--- config.mk ---
export PLATFORM = sky130hd
export DESIGN_NAME = logic_unit_pipe
export DESIGN_NICKNAME = d
export VERILOG_FILES = /design/src/rtl/logic_unit_pipe.sv
export SDC_FILE = /design/constraint.sdc
export NUM_CORES = 1
export LEC_CHECK = 0
export CAP_MARGIN = 40
export CORE_MARGIN = 2
export CORE_UTILIZATION = 65
export DETAILED_ROUTE_END_ITERATION = 6
export DONT_BUFFER_PORTS = 1
export GPL_ROUTABILITY_DRIVEN = 0
export PLACE_DENSITY = 0.81
export SETUP_SLACK_MARGIN = 0.2
export SLEW_MARGIN = 5
export SYNTH_ARGS = -nofsm -noshare
export SYNTH_HDL_FRONTEND = slang
export SYNTH_SLANG_ARGS = --single-unit
export TNS_END_PERCENT = 10
--- constraint.sdc ---
create_clock -name clk -period 3.5 [get_ports clk]
set_clock_uncertainty 0.15 [all_clocks]
set_input_delay 0.525 -clock clk [delete_from_list [all_inputs] [get_ports clk]]
set_output_delay 0.525 -clock clk [all_outputs]
set_load 0.05 [all_outputs]
--- src/rtl/logic_unit_pipe.sv ---
`default_nettype none
// ============================================================================
//  Module   : logic_unit_pipe
//  Purpose  : Pipelined AND/OR/XOR/XNOR unit with valid/ready flow control
//             and an XOR-fold checksum accumulator over retired results.
//  Revision : 1.0  initial release
// ============================================================================
module logic_unit_pipe #(
   parameter int WIDTH  = 16,
   parameter int STAGES = 2
) (
   input  logic             clk,
   input  logic             rst,
   input  logic             in_valid_i,
   output logic             in_ready_o,
   input  logic [1:0]       op_i,
   input  logic             acc_en_i,
   input  logic             acc_clr_i,
   input  logic [WIDTH-1:0] in1_i,
   input  logic [WIDTH-1:0] in2_i,
   output logic             out_valid_o,
   input  logic             out_ready_i,
   output logic [WIDTH-1:0] out_o,
   output logic             parity_o,
   output logic [WIDTH-1:0] acc_o
);

   localparam logic [1:0] OP_AND  = 2'b00;
   localparam logic [1:0] OP_OR   = 2'b01;
   localparam logic [1:0] OP_XOR  = 2'b10;
   localparam logic [1:0] OP_XNOR = 2'b11;

   logic [WIDTH-1:0]  result;
   logic              adv;
   logic              accept;
   logic              retire;
   logic [STAGES-1:0] vld_q;
   logic [STAGES-1:0] en_q;
   logic [WIDTH-1:0]  data_q [STAGES];
   logic [WIDTH-1:0]  acc_q;
   logic [WIDTH-1:0]  acc_d;

   always_comb begin
      result = '0;
      case (op_i)
         OP_AND:  result = in1_i & in2_i;
         OP_OR:   result = in1_i | in2_i;
         OP_XOR:  result = in1_i ^ in2_i;
         OP_XNOR: result = ~(in1_i ^ in2_i);
         default: result = '0;
      endcase
   end

   // Global stall: the whole pipe advances only when the output slot frees up.
   assign adv    = !vld_q[STAGES-1] || out_ready_i;
   assign accept = in_valid_i && adv;
   assign retire = vld_q[STAGES-1] && out_ready_i;

   always_ff @(posedge clk or posedge rst) begin
      if (rst) begin
         vld_q <= '0;
         en_q  <= '0;
         for (int i = 0; i < STAGES; i++) begin
            data_q[i] <= '0;
         end
      end else if (adv) begin
         vld_q[0] <= accept;
         en_q[0]  <= accept && acc_en_i;
         if (accept) begin
            data_q[0] <= result;
         end
         for (int i = 1; i < STAGES; i++) begin
            vld_q[i]  <= vld_q[i-1];
            en_q[i]   <= en_q[i-1];
            data_q[i] <= data_q[i-1];
         end
      end
   end

   // Clear has priority, but a beat retiring in the same cycle still folds in.
   always_comb begin
      acc_d = acc_q;
      if (acc_clr_i) begin
         acc_d = (retire && en_q[STAGES-1]) ? data_q[STAGES-1] : '0;
      end else if (retire && en_q[STAGES-1]) begin
         acc_d = acc_q ^ data_q[STAGES-1];
      end
   end

   always_ff @(posedge clk or posedge rst) begin
      if (rst) begin
         acc_q <= '0;
      end else begin
         acc_q <= acc_d;
      end
   end

   assign in_ready_o  = adv;
   assign out_valid_o = vld_q[STAGES-1];
   assign out_o       = data_q[STAGES-1];
   assign parity_o    = ^data_q[STAGES-1];
   assign acc_o       = acc_q;

endmodule
`default_nettype wire

==> impl_metrics.py <==
metrics = {
    "global_route": {
        "grt_util_all_layers": 0.184,
        "grt_max_degree": 49,
        "grt_pass1_vias": 1953,
        "grt_overflow": 0,
        "antenna_found_initial": 0,
        "grt_first_pass_wirelength_mm": 8.01,
    },
    "power_and_ir_drop": {
        "intPower_mw": 1.13,
        "clkPwrFrac": 0.166,
        "switching_share": 0.437,
        "power_density_nw_per_um2": 613,
        "peakVddDrop_mv": 0.648,
        "p_seq_frac": 0.506,
        "p_leak_nw": 1.66,
        "p_sw_uw": 880,
        "p_comb_frac": 0.328,
    },
    "floorplanning": {
        "io_pins": 75,
        "dieHeight_um": 75.0,
        "dieArea_um2": 5620,
        "core_area_um2": 4790,
        "start_util": 0.684,
        "rows": 25,
        "die_w_um": 75.0,
    },
    "critical_path": {
        "path_max_fanout": 4,
        "reg2reg_setup_slack_ns": 1.17,
        "ff2ff_path_depth": 5,
        "worstSetupPathType": "reg -> out",
        "arrival_ns": 1.91,
        "start_kind": "flip-flop",
        "crit_start": "out_o[11]",
        "r2r_end": "data_q[29]",
        "required_ns": 2.82,
        "endpoint_kind": "output port",
        "r2r_start": "vld_q[1]",
        "worstSetupEndpoint": "parity_o",
    },
    "logic_synthesis": {
        "synth.net_count": 459,
        "ys_seq_elements": 52,
        "synth_area_um2": 3270,
        "syn_avg_cell_area_um2": 8.46,
        "ys_warn_count": 0,
        "synthCells": 387,
        "ys_seq_area_frac": 0.398,
        "synth_cell_types": 20,
    },
    "clocking": {
        "cts.sinks": 52,
        "clk_latency_ns": 0.30,
        "numCtsBuffers": 5,
        "clkSlewWorstSetupHoldPaths_ns": 0.08,
        "cts_buffer_depth": 2,
        "post_cts_buffers": 0,
        "h-tree-depth": 2,
        "cts_tree": "yes",
        "root_buffer": "clkbuf_8",
        "cts_resized": 0,
    },
    "sta": {
        "fin_crit_sh": 0.739,
        "max_freq_ghz": 0.387,
        "setup_viol": 0,
        "setup_tns_ns": 0,
        "hold_viol_final": 0,
        "finalWorstPathRequiredPeriod_ns": 2.59,
        "drv_slew": 0,
        "worst_pin_slew_ns": 0.852,
        "rsz0062_at_grt": "false",
        "max_slew_margin": 0.430,
    },
    "layout": {
        "n_fill_cell": 382,
        "post-route-util": 0.687,
        "seqCellArea_um2": 1300,
        "layout.nets": 437,
        "diodes": 0,
        "drive_above_1_share": 0.0301,
        "multi_input_area_um2": 1630,
        "fin_area_um2": 3290,
        "area_delta_synth_final_pct": 0.382,
    },
    "place": {
        "place_area_um2": 3190,
        "port_buffers": 0,
        "dp_hpwl_mm": 3.86,
    },
    "routing": {
        "drt_iter0_markers": 72,
        "drc": 0,
        "firstDrtPassIters": 4,
        "drt-total-wl_mm": 4.83,
        "vias": 2107,
        "drtAntennaViolNets": 0,
        "via_per_inst": 4.87,
        "avgRoutedWirePerCell_um": 11.2,
    },
    "status": {
        "outcome": "complete, no violations",
    },
    "min_path": {
        "hold_depth": 2,
        "hold_class": "in -> reg",
    },
    "job": {
        "maxCapViolations": 0,
    },
}
## cell type report
type	count	area share
sequential	52	0.396
clock buffer	8	0.0274
multi-input combinational	267	0.496
inverter	34	0.0388
timing repair buffer	5	0.0160
tap	67	0.0255
## layout by cell type, fill, tap and decap left out, types with 2 or more instances in the layout
cell type,count
nand2_1,104
dfrtp_1,52
xnor2_1,46
inv_1,33
ha_1,32
o21ai_0,28
nor2_1,16
a21oi_1,16
nor2b_1,14
clkbuf_8,6
o21ai_1,4
and2b_1,3
buf_4,3
clkbuf_1,2
## cells by family (layout without fill, tap and decap cells)
| logic type | Yosys count | after routing | share of synthesized area |
|---|---|---|---|
| adder cells (fa/ha/maj) | 32 | 32 | 0.122 |
| buffers and inverters | 68 | 47 | 0.104 |
| AND/OR/NAND/NOR | 140 | 140 | 0.177 |
| XOR/XNOR | 47 | 47 | 0.126 |
| flip-flops | 52 | 52 | 0.398 |
| AO/OA/AOI/OAI | 48 | 48 | 0.0734 |
## what timing repair did
action                                  CTS  global route
endpoints found under the setup margin    0             0
hold buffers                              1             0
endpoints found under the hold margin    21             0
## layer usage
layer | up-vias | GRT usage | part of all wire
met3 | 4 | 0.0576 | 0.090
met1 | 906 | 0.228 | 0.46
met2 | 67 | 0.306 | 0.44
met5 | - | 0 | 0
met4 | 0 | 0.0635 | 0.0093
li1 | 1130 | - | -
## flip-flops by register name (all words and copies together) (netlist names)
register and flops:
en_q 2, data_q 16, out_o 16, vld_q 2, acc_o 16
## power by group through the flow
stage / Sequential (mW) / Clock (mW) / Combinational (mW)
CTS: 1.02 / 0.346 / 0.672
floorplan: 0.844 / 0 / 0.790
finish: 1.02 / 0.334 / 0.661
detailed placement: 1.03 / 0 / 0.670
global route: 1.04 / 0.367 / 0.724
global placement: 1.03 / 0 / 0.653
## critical path, stage by stage, from the launching register on
cell and delay, ns:
dfrtp_1 0.70, xnor2_1 0.18, xnor2_1 0.22, xnor2_1 0.16, xnor2_1 0.13, buf_4 0.21
## synthesized netlist by cell type
cell,n,share of area
ha_1,32,0.12
clkbuf_2,1,0.0015
nand2_1,104,0.12
and2b_1,3,0.0069
xor2_1,1,0.0027
o21ai_0,28,0.043
o21ai_1,4,0.0061
nor2b_1,14,0.027
buf_4,18,0.041
a21oi_1,16,0.024
clkbuf_1,6,0.0069
and3_1,1,0.0019
dfrtp_1,52,0.40
xnor2_1,46,0.12
nand3_1,1,0.0015
inv_1,34,0.039
nand2b_1,1,0.0019
buf_2,8,0.012
buf_6,1,0.0034
nor2_1,16,0.018
## per-stage QoR
step	setup WS [ns]	std cells	power [mW]	hold WS (ns)
detailed placement	1.13	424	1.70	0.292
global route	0.798	433	2.13	0.205
global placement	1.22	423	1.68	0.302
CTS	0.886	433	2.04	0.204
finish	0.913	433	2.01	0.210
floorplan	1.15	387	1.63	0.282
## worst min path at each step
| stage | endpoint | slack, ns | from |
|---|---|---|---|
| after floorplan | en_q[1] | 0.28 | en_q[1] |
| after global placement | vld_q[0] | 0.30 | vld_q[0] |
| after detailed placement | acc_o[12] | 0.29 | rst |
| after CTS | en_q[0] | 0.20 | in_valid_i |
| after global routing | en_q[0] | 0.21 | in_valid_i |
| final | en_q[0] | 0.21 | in_valid_i |
Power figures use the tool's default switching activity.
